==> config.mk <==
export PLATFORM = sky130hd
export DESIGN_NAME = adc_sequencer
export DESIGN_NICKNAME = d
export VERILOG_FILES = /design/src/rtl/adc_pkg.sv /design/src/rtl/adc_sample_fifo.sv /design/src/rtl/adc_sequencer.sv
export SDC_FILE = /design/constraint.sdc
export NUM_CORES = 1
export LEC_CHECK = 0
export BUFFER_PORTS_ARGS = -buffer_cell sky130_fd_sc_hd__buf_2
export CAP_MARGIN = 25
export CELL_PAD_IN_SITES_DETAIL_PLACEMENT = 1
export CELL_PAD_IN_SITES_GLOBAL_PLACEMENT = 1
export CORE_MARGIN = 2
export CORE_UTILIZATION = 34
export CTS_BUF_LIST = sky130_fd_sc_hd__clkbuf_8 sky130_fd_sc_hd__clkbuf_16
export DETAILED_ROUTE_END_ITERATION = 7
export PLACE_DENSITY_LB_ADDON = 0.1
export SLEW_MARGIN = 20
export SYNTH_ARGS = -nofsm -noshare
export SYNTH_HDL_FRONTEND = slang
export SYNTH_SLANG_ARGS = --single-unit
==> constraint.sdc <==
create_clock -name clk -period 7.6 [get_ports clk]
set_clock_uncertainty 0.1 [all_clocks]
set_input_delay 0.76 -clock clk [delete_from_list [all_inputs] [get_ports clk]]
set_output_delay 0.76 -clock clk [all_outputs]
set_load 0.01 [all_outputs]
==> src/rtl/adc_pkg.sv <==
// Shared types for the ADC sweep sequencer: widths, sequencer states and the
// sample FIFO entry layout.
package adc_pkg;

  localparam int unsigned ADC_DATA_W = 12;
  localparam int unsigned ADC_CH_W   = 5;

  typedef enum logic [1:0] {
    StIdle,
    StIssue,
    StWaitRsp
  } seq_state_e;

  typedef struct packed {
    logic [ADC_DATA_W-1:0] data;
    logic [ADC_CH_W-1:0]   channel;
    logic                  last;
  } adc_entry_t;

endpackage

==> src/rtl/adc_sample_fifo.sv <==
// Show-ahead sample FIFO: head is visible whenever valid, pop on valid && pop.
// A push is accepted when full only if a pop frees a slot in the same cycle.
module adc_sample_fifo
  import adc_pkg::*;
#(
  parameter int unsigned DEPTH = 4
) (
  input  logic       clk,
  input  logic       rst,
  input  logic       push,
  input  adc_entry_t push_data,
  input  logic       pop,
  output adc_entry_t head,
  output logic       valid,
  output logic       full
);

  localparam int unsigned PtrW = (DEPTH > 1) ? $clog2(DEPTH) : 1;
  localparam int unsigned CntW = $clog2(DEPTH + 1);
  localparam logic [PtrW-1:0] PtrMax  = PtrW'(DEPTH - 1);
  localparam logic [CntW-1:0] CntFull = CntW'(DEPTH);

  adc_entry_t      mem_q [DEPTH];
  logic [PtrW-1:0] wr_ptr_q, wr_ptr_d;
  logic [PtrW-1:0] rd_ptr_q, rd_ptr_d;
  logic [CntW-1:0] count_q, count_d;
  logic            do_push, do_pop;

  assign valid   = (count_q != '0);
  assign full    = (count_q == CntFull);
  assign head    = mem_q[rd_ptr_q];
  assign do_pop  = pop && valid;
  assign do_push = push && (!full || do_pop);

  always_comb begin
    wr_ptr_d = wr_ptr_q;
    rd_ptr_d = rd_ptr_q;
    count_d  = count_q;
    if (do_push) wr_ptr_d = (wr_ptr_q == PtrMax) ? '0 : wr_ptr_q + 1'b1;
    if (do_pop)  rd_ptr_d = (rd_ptr_q == PtrMax) ? '0 : rd_ptr_q + 1'b1;
    unique case ({do_push, do_pop})
      2'b10:   count_d = count_q + 1'b1;
      2'b01:   count_d = count_q - 1'b1;
      default: count_d = count_q;
    endcase
  end

  always_ff @(posedge clk) begin
    if (rst) begin
      wr_ptr_q <= '0;
      rd_ptr_q <= '0;
      count_q  <= '0;
    end else begin
      wr_ptr_q <= wr_ptr_d;
      rd_ptr_q <= rd_ptr_d;
      count_q  <= count_d;
    end
  end

  // Storage needs no reset; count gates visibility.
  always_ff @(posedge clk) begin
    if (do_push) mem_q[wr_ptr_q] <= push_data;
  end

endmodule

==> src/rtl/adc_sequencer.sv <==
// Periodic ADC channel sweeper: issues one command per channel on each tick,
// collects responses into a sample FIFO and keeps sticky error flags.
module adc_sequencer
  import adc_pkg::*;
#(
  parameter int unsigned CLK_DIV  = 1000,
  parameter int unsigned CH_FIRST = 1,
  parameter int unsigned CH_COUNT = 4,
  parameter int unsigned TIMEOUT  = 255
) (
  input  logic                  clk,
  input  logic                  rst,
  input  logic                  enable,
  input  logic                  clear_err,
  output logic                  cmd_valid,
  output logic [ADC_CH_W-1:0]   cmd_channel,
  output logic                  cmd_sop,
  output logic                  cmd_eop,
  input  logic                  cmd_ready,
  input  logic                  rsp_valid,
  input  logic [ADC_CH_W-1:0]   rsp_channel,
  input  logic [ADC_DATA_W-1:0] rsp_data,
  output logic                  smp_valid,
  input  logic                  smp_ready,
  output logic [ADC_DATA_W-1:0] smp_data,
  output logic [ADC_CH_W-1:0]   smp_channel,
  output logic                  smp_last,
  output logic                  err_timeout,
  output logic                  err_channel,
  output logic                  err_overrun,
  output logic [15:0]           drop_count
);

  localparam int unsigned TickW = $clog2(CLK_DIV);
  localparam int unsigned TmoW  = (TIMEOUT > 0) ? $clog2(TIMEOUT + 1) : 1;
  localparam logic [TickW-1:0] TickMax = TickW'(CLK_DIV - 1);
  localparam logic [TmoW-1:0]  TmoMax  = TmoW'(TIMEOUT);
  localparam logic [2:0]       IdxLast = 3'(CH_COUNT - 1);

  seq_state_e          state_q, state_d;
  logic [TickW-1:0]    tick_cnt_q, tick_cnt_d;
  logic [2:0]          idx_q, idx_d;
  logic [TmoW-1:0]     tmo_q, tmo_d;
  logic                err_timeout_q, err_timeout_d;
  logic                err_channel_q, err_channel_d;
  logic                err_overrun_q, err_overrun_d;
  logic [15:0]         drop_q, drop_d;
  logic                tick, advance, push, ev_timeout, ev_channel, drop_ev;
  logic                fifo_full;
  logic [ADC_CH_W-1:0] exp_ch;
  adc_entry_t          push_entry, head;

  assign tick   = (tick_cnt_q == TickMax);
  assign exp_ch = ADC_CH_W'(CH_FIRST) + ADC_CH_W'(idx_q);

  always_comb begin
    state_d    = state_q;
    idx_d      = idx_q;
    tmo_d      = tmo_q;
    cmd_valid  = 1'b0;
    advance    = 1'b0;
    push       = 1'b0;
    ev_timeout = 1'b0;
    ev_channel = 1'b0;
    unique case (state_q)
      StIdle: begin
        if (tick && enable) begin
          state_d = StIssue;
          idx_d   = '0;
        end
      end
      StIssue: begin
        // Held until accepted, even if enable drops meanwhile.
        cmd_valid = 1'b1;
        if (cmd_ready) begin
          state_d = StWaitRsp;
          tmo_d   = '0;
        end
      end
      StWaitRsp: begin
        if (rsp_valid) begin
          advance = 1'b1;
          if (rsp_channel == exp_ch) push = 1'b1;
          else                       ev_channel = 1'b1;
        end else if (tmo_q == TmoMax) begin
          advance    = 1'b1;
          ev_timeout = 1'b1;
        end else begin
          tmo_d = tmo_q + 1'b1;
        end
        if (advance) begin
          if ((idx_q < IdxLast) && enable) begin
            state_d = StIssue;
            idx_d   = idx_q + 3'd1;
          end else begin
            state_d = StIdle;
          end
        end
      end
      default: state_d = StIdle;
    endcase
  end

  assign tick_cnt_d = tick ? '0 : tick_cnt_q + 1'b1;
  assign push_entry = '{data: rsp_data, channel: rsp_channel, last: (idx_q == IdxLast)};
  assign drop_ev    = push && fifo_full && !(smp_valid && smp_ready);

  // Error events win over a simultaneous clear.
  always_comb begin
    err_timeout_d = (err_timeout_q && !clear_err) || ev_timeout;
    err_channel_d = (err_channel_q && !clear_err) || ev_channel;
    err_overrun_d = (err_overrun_q && !clear_err) || (tick && (state_q != StIdle));
    drop_d        = clear_err ? 16'd0 : drop_q;
    if (drop_ev && (drop_d != 16'hFFFF)) drop_d = drop_d + 16'd1;
  end

  always_ff @(posedge clk) begin
    if (rst) begin
      state_q       <= StIdle;
      tick_cnt_q    <= '0;
      idx_q         <= '0;
      tmo_q         <= '0;
      err_timeout_q <= 1'b0;
      err_channel_q <= 1'b0;
      err_overrun_q <= 1'b0;
      drop_q        <= '0;
    end else begin
      state_q       <= state_d;
      tick_cnt_q    <= tick_cnt_d;
      idx_q         <= idx_d;
      tmo_q         <= tmo_d;
      err_timeout_q <= err_timeout_d;
      err_channel_q <= err_channel_d;
      err_overrun_q <= err_overrun_d;
      drop_q        <= drop_d;
    end
  end

  adc_sample_fifo #(
    .DEPTH(4)
  ) u_fifo (
    .clk      (clk),
    .rst      (rst),
    .push     (push),
    .push_data(push_entry),
    .pop      (smp_ready),
    .head     (head),
    .valid    (smp_valid),
    .full     (fifo_full)
  );

  assign cmd_channel = exp_ch;
  assign cmd_sop     = cmd_valid;
  assign cmd_eop     = cmd_valid;
  assign smp_data    = head.data;
  assign smp_channel = head.channel;
  assign smp_last    = head.last;
  assign err_timeout = err_timeout_q;
  assign err_channel = err_channel_q;
  assign err_overrun = err_overrun_q;
  assign drop_count  = drop_q;

endmodule
; After elaboration in Yosys (flattened, before gate mapping)
; Memory sizes are Yosys's and may differ from the RTL's. A register that Yosys moved wholly into a read port is not among the register bits.
; Index checks and enable logic that the tools add are counted.
[totals]
word_cells = 102
n_memories = 1
out_inout_bits = 46
regBits = 49
mem_bits_rw = 72
[mem_list]
columns = memory, depth, width, rd, rd_clocked_by_memory_dff, write_ports, line
row1 = u_fifo.mem_q, 4, 18, 1, 1, 1, adc_sample_fifo.sv:23  ; adc_entry_t mem_q [DEPTH];
[op_classes]
add_sub_neg = 9
mux = 34
n_reduce_logical = 28
eq_ne = 18
magnitude_cmp = 1
[op_table]
columns = cell, n
row1 = $mux 16, 2
row2 = $mux 8, 3
row3 = $add 16x1->16 const B, 1
row4 = $ne 16x16->1 const B, 1
row5 = $pmux 8 s2, 1
row6 = $mux 1, 15
row7 = $mux 2, 7
row8 = $ne 2x2->1 const B, 6
row9 = $pmux 3 s2, 2
row10 = $logic_and 1x1->1, 11
row11 = $add 10x1->10 const B, 1
row12 = $eq 10x10->1 const B, 1
row13 = $mux 3, 3
row14 = $add 8x1->8 const B, 1
row15 = $eq 2x2->1 const B, 4
row16 = $eq 8x8->1 const B, 1
row17 = $reduce_and 4->1, 2
row18 = $reduce_bool 2->1, 4
row19 = $add 3x1->3 const B, 2
row20 = $pmux 2 s3, 1
row21 = $eq 5x4->1, 1
row22 = $add 1x3->4 const A, 1
row23 = $add 2x1->2 const B, 2
row24 = $eq 2x1->1 const B, 2
row25 = other kinds (10), 15

; Logic depth before layout (Yosys ltp)
[logic_depth]
word_depth = 9
mapped_depth = 13

; Hierarchy
; Synthesis repeated with hierarchy kept, for this count alone.
[hier_totals]
hier_cells = 415
area_unflattened_um2 = 5298.8
[by_module_without_submodules]
columns = mod, cells_per_inst, area_per_inst_um2, instances
row1 = adc_sample_fifo, 153, 3135.5, 1
row2 = adc_sequencer, 262, 2163.3, 1

; Worst setup path after synthesis
; Ideal clock, no wire load.
[synth_timing]
path_kind = register to register
start = reg idx_q[0]
end = reg u_fifo.count_q[2]
arrival_ps = 2637
path_slack_ps = 4793
stages_incl_launch_ff = 14
required_ps = 7430
cell_sequence = dfxtp_1 > ha_1 > ha_1 > xnor2_1 > a211oi_4 > nand3_1 > nor3_2 > inv_2 > ha_1 > inv_1 > fa_1 > xor2_1 > or3_1 > a21oi_1
[synth_via]
elab_chain_len = 8
elab_cells_between_ends = 10
[synth_rtl]
columns = element, line
row1 = start: declaration, adc_sequencer.sv:42  ; logic [2:0] idx_q, idx_d;
row2 = start signal: assignment, adc_sequencer.sv:130  ; idx_q <= idx_d;
row3 = $add 1x3->4 *, adc_sequencer.sv:54  ; assign exp_ch = ADC_CH_W'(CH_FIRST) + ADC_CH_W'(idx_q);
row4 = $eq 5x4->1 *, adc_sequencer.sv:83  ; if (rsp_channel == exp_ch) push = 1'b1;
row5 = $mux 1 *, adc_sequencer.sv:83
row6 = $mux 1 *, adc_sequencer.sv:81  ; if (rsp_valid) begin
row7 = $mux 1 *, adc_sequencer.sv:65  ; unique case (state_q)
row8 = $logic_and 1x1->1 *, adc_sample_fifo.sv:33  ; assign do_push = push && (!full || do_pop);
row9 = $eq 2x1->1 / $eq 2x2->1 (equally long branches), adc_sample_fifo.sv:41  ; unique case ({do_push, do_pop})
row10 = $pmux 3 s2 / $reduce_bool 2->1 (equally long branches), n/a
row11 = end signal: assignment, adc_sample_fifo.sv:56  ; count_q <= count_d;
row12 = end: declaration, adc_sample_fifo.sv:26  ; logic [CntW-1:0] count_q, count_d;
; Mark *: on every way between the ends. The rest lies on a longest branch, timed or not.
; A chain may end at the register's enable or synchronous reset.

; Worst setup path after layout
[layout_timing]
start = reg idx_q[0]
end = mem u_fifo.mem_q[1][14] in the netlist's numbering (enable)
[layout_via]
elab_chain_len = 8
[layout_rtl]
columns = element, line
row1 = $add 1x3->4, adc_sequencer.sv:54
row2 = $eq 5x4->1, adc_sequencer.sv:83
row3 = $mux 1, adc_sequencer.sv:83
row4 = $mux 1, adc_sequencer.sv:81
row5 = $mux 1, adc_sequencer.sv:65
row6 = $logic_and 1x1->1, adc_sample_fifo.sv:33
row7 = $mux 1, adc_sample_fifo.sv:62  ; if (do_push) mem_q[wr_ptr_q] <= push_data;
row8 = $mux 1 (implied by the code), adc_sample_fifo.sv:62
row9 = end: declaration, adc_sample_fifo.sv:23
; Every way passes these cells.

==> results.ini <==
[sta]
rsz0062_at_grt = no
period_minus_slack_ns = 3.36
worstMarginPinSlew_ns = 1.02
fmax_mhz = 298
final-hold-violation-count = 0
timing.final.ws_setup_ns = 4.24
slew_viol_final = 0
fin_tns_setup_ns = 0
finalSetupViolations = 0
max_slew_margin_pct = 32.2
period_share_pct = 44.2

[hold_path]
min_path_cells = 1
hold_path_end = tick_cnt_q[0]
hold_path_class = flip-flop to flip-flop
min-delay-start = tick_cnt_q[0]

[critical_path]
r2r_slack_ns = 4.24
crit_fanout = 18
r2r-end = u_fifo.mem_q[1][14]
cpMaxStageDelayCell = and2_1
crit_type = flip-flop to flip-flop
critPathCaptureType = flip-flop
critical_path.max_stage_delay_ns = 0.85
crit_arrival_ns = 3.29
cp-start-kind = flip-flop
worstRegToRegCells = 6
required_ns = 7.53
cp_cell_sequence = ha_1 -> xor2_1 -> nor2_1 -> nand3_1 -> nor3_2 -> and2_1
rr_startpoint = idx_q[0]

[global_routing]
grt_pass1_vias = 3703
grt_start_max_net_pins = 32
antenna_found_initial = 0
overflow = 0
grt_pass1_wl_um = 19600
grtUsageTotal_pct = 15.6

[route]
wl_per_cell_um = 16.7
top_layer = met4
first_pass_iters = 5
met1_length_um = 5620
drc = 0
via_per_inst = 4.91
routed_wl_um = 12000
final_antenna_net_count = 0
wl_met3_um = 499
vias = 3525
drtIter0Drc = 124
route.met2.wl_um = 5710

[logic_synthesis]
synth_top_area_share_pct = 40.5
synth.area.top_cells = edfxtp_1 41%, dfxtp_1 19%, mux4_2 7.6%
synth_ff_type = edfxtp_1
yosysTopAreaCell = edfxtp_1
ys_warn_count = 0
synth_most_common_cell = edfxtp_1
syn_inst = 419
async_reset_ff_share_pct = 0
synthTopCellsByCount = 72 x edfxtp_1, 51 x dfxtp_1, 38 x nor2_1
syn_area_sq_um = 5340
synth_edf_count = 72
synth_nets = 455
seq_area_frac_synth_pct = 59.6
ys_seq_elements = 123
syn_avg_cell_area_sq_um = 12.7
ys_types = 65

[cts]
post_cts_buffers = 0
root_buffer = clkbuf_16
clock_latency_ns = 0.41
cts_inserted_buffers = 17
clock_sinks = 123
hold_buffers = 0
clk_pin_slew_ns = 0.05
cts_tree = yes
ctsResizeCount = 0
cts_buffer_depth = 2
cts-htree-levels = 4

[floorplanning]
fp.dieArea_sq_um = 16700
die-height_um = 129
die_w_um = 129
pin_count = 70
row_count = 45
start_util_pct = 35.0
core_area_sq_um = 15300

[power]
p_per_area_nw_per_um2 = 238
p_leak_nw = 2.27
peakVddDrop_mv = 0.139

[final_layout]
syn_to_final_growth_pct = 21.4
fillers = 1637
nets = 530
drive_gt1_share_pct = 26.4
n_antenna_cell = 0

[placement]
gp_congestion = 0.745
port_buffers = 68
dpl.hpwl_um = 8280
place_ws_ns = 4.15

[run_status]
status = completed

[job]
cap_violations = 0

==> per-stage QoR <==
stage | cell area [sq um] | hold slack [ns] | cells | total power [mW] | util [%]
floorplan | 5340 | 0.330 | 419 | 0.732 | -
CTS | 6480 | 0.367 | 718 | 1.56 | 42.5
finish | 6480 | 0.359 | 718 | 1.54 | 42.5
global placement | 5880 | 0.345 | 686 | 0.746 | 38.5
detailed placement | 5880 | 0.354 | 686 | 0.747 | 38.5
global route | 6480 | 0.404 | 718 | 1.59 | 42.5
==> metal layers <==
metal,up-vias,global-route usage [%]
li1,1733,-
met4,0,6.14
met5,-,0
met3,12,4.00
met2,63,25.4
met1,1717,19.9
==> how the worst max path moves through the flow <==
stage | start | endpoint
2_1_floorplan | idx_q[0] | u_fifo.count_q[2]
3_3_place_gp | rsp_channel[1] | u_fifo.mem_q[3][15]
3_5_place_dp | rsp_channel[1] | u_fifo.mem_q[1][16]
4_1_cts | idx_q[0] | u_fifo.mem_q[0][12]
5_1_grt | idx_q[0] | u_fifo.mem_q[2][3]
6_report | idx_q[0] | u_fifo.mem_q[1][14]
==> logic make-up after synthesis <==
group           Yosys count  synth area share (%)
fa+ha+maj                12                  2.95
buf+inv                  27                  2.30
flops                   123                  59.6
compound gates           59                  7.24
xor+xnor                 19                  3.12
mux                      21                  8.16
other cells               1                0.0703
simple gates            157                  16.5
==> flip-flops by register name, indices dropped and copies added, names as in the netlist, named ones only <==
signal,cells
u_fifo.mem_q,72
drop_count,16
tick_cnt_q,10
tmo_q,8
idx_q,3
u_fifo.count_q,3
state_q,2
u_fifo.rd_ptr_q,2
u_fifo.wr_ptr_q,2
err_channel,1
err_overrun,1
err_timeout,1
==> report_power, final <==
group	switching (mW)	total, mW	internal, mW
Combinational	0.0180	0.0259	0.00790
Clock	0.295	0.809	0.514
Sequential	0.00132	0.707	0.705
==> worst max-delay path, delay by kind of cell (launching register included) <==
family	cells	cell delay (ns)
flops	1	0.46
simple gates	4	1.88
fa+ha+maj	1	0.35
xor+xnor	1	0.17
==> final cells by class <==
type	count	area, sq um	area share, %
clock buffers	17	425	6.56
clock inverters	15	176	2.72
inverters	14	52.6	0.811
multi-input cells	269	2030	31.4
flip-flops and latches	123	3180	49.1
well taps	211	264	4.07
repair buffers	69	348	5.37
==> placed cells by master, fill, tap and decap left out, drive strengths merged, types with 3 or more instances in the layout <==
| master | netlist | final |
|---|---|---|
| o21ai | 10 | 10 |
| or4 | 4 | 4 |
| inv | 14 | 14 |
| nand4 | 12 | 12 |
| or3 | 9 | 9 |
| mux4 | 18 | 18 |
| and2 | 7 | 7 |
| clkinvlp | 0 | 4 |
| clkbuf | 6 | 17 |
| edfxtp | 72 | 72 |
| bufinv | 0 | 3 |
| nor2b | 10 | 10 |
| nand3b | 3 | 3 |
| ha | 11 | 11 |
| nand2 | 26 | 26 |
| xnor2 | 13 | 13 |
| buf | 7 | 69 |
| xor2 | 6 | 6 |
| dfxtp | 51 | 51 |
| clkinv | 0 | 8 |
| nor3 | 7 | 7 |
| nand3 | 15 | 15 |
| and3 | 7 | 7 |
| o211ai | 3 | 3 |
| mux2i | 3 | 3 |
| and4 | 4 | 4 |
| a211oi | 3 | 3 |
| o31ai | 4 | 4 |
| nor2 | 39 | 39 |
| nand2b | 3 | 3 |
| a21oi | 25 | 25 |
Power figures use the tool's default switching activity.
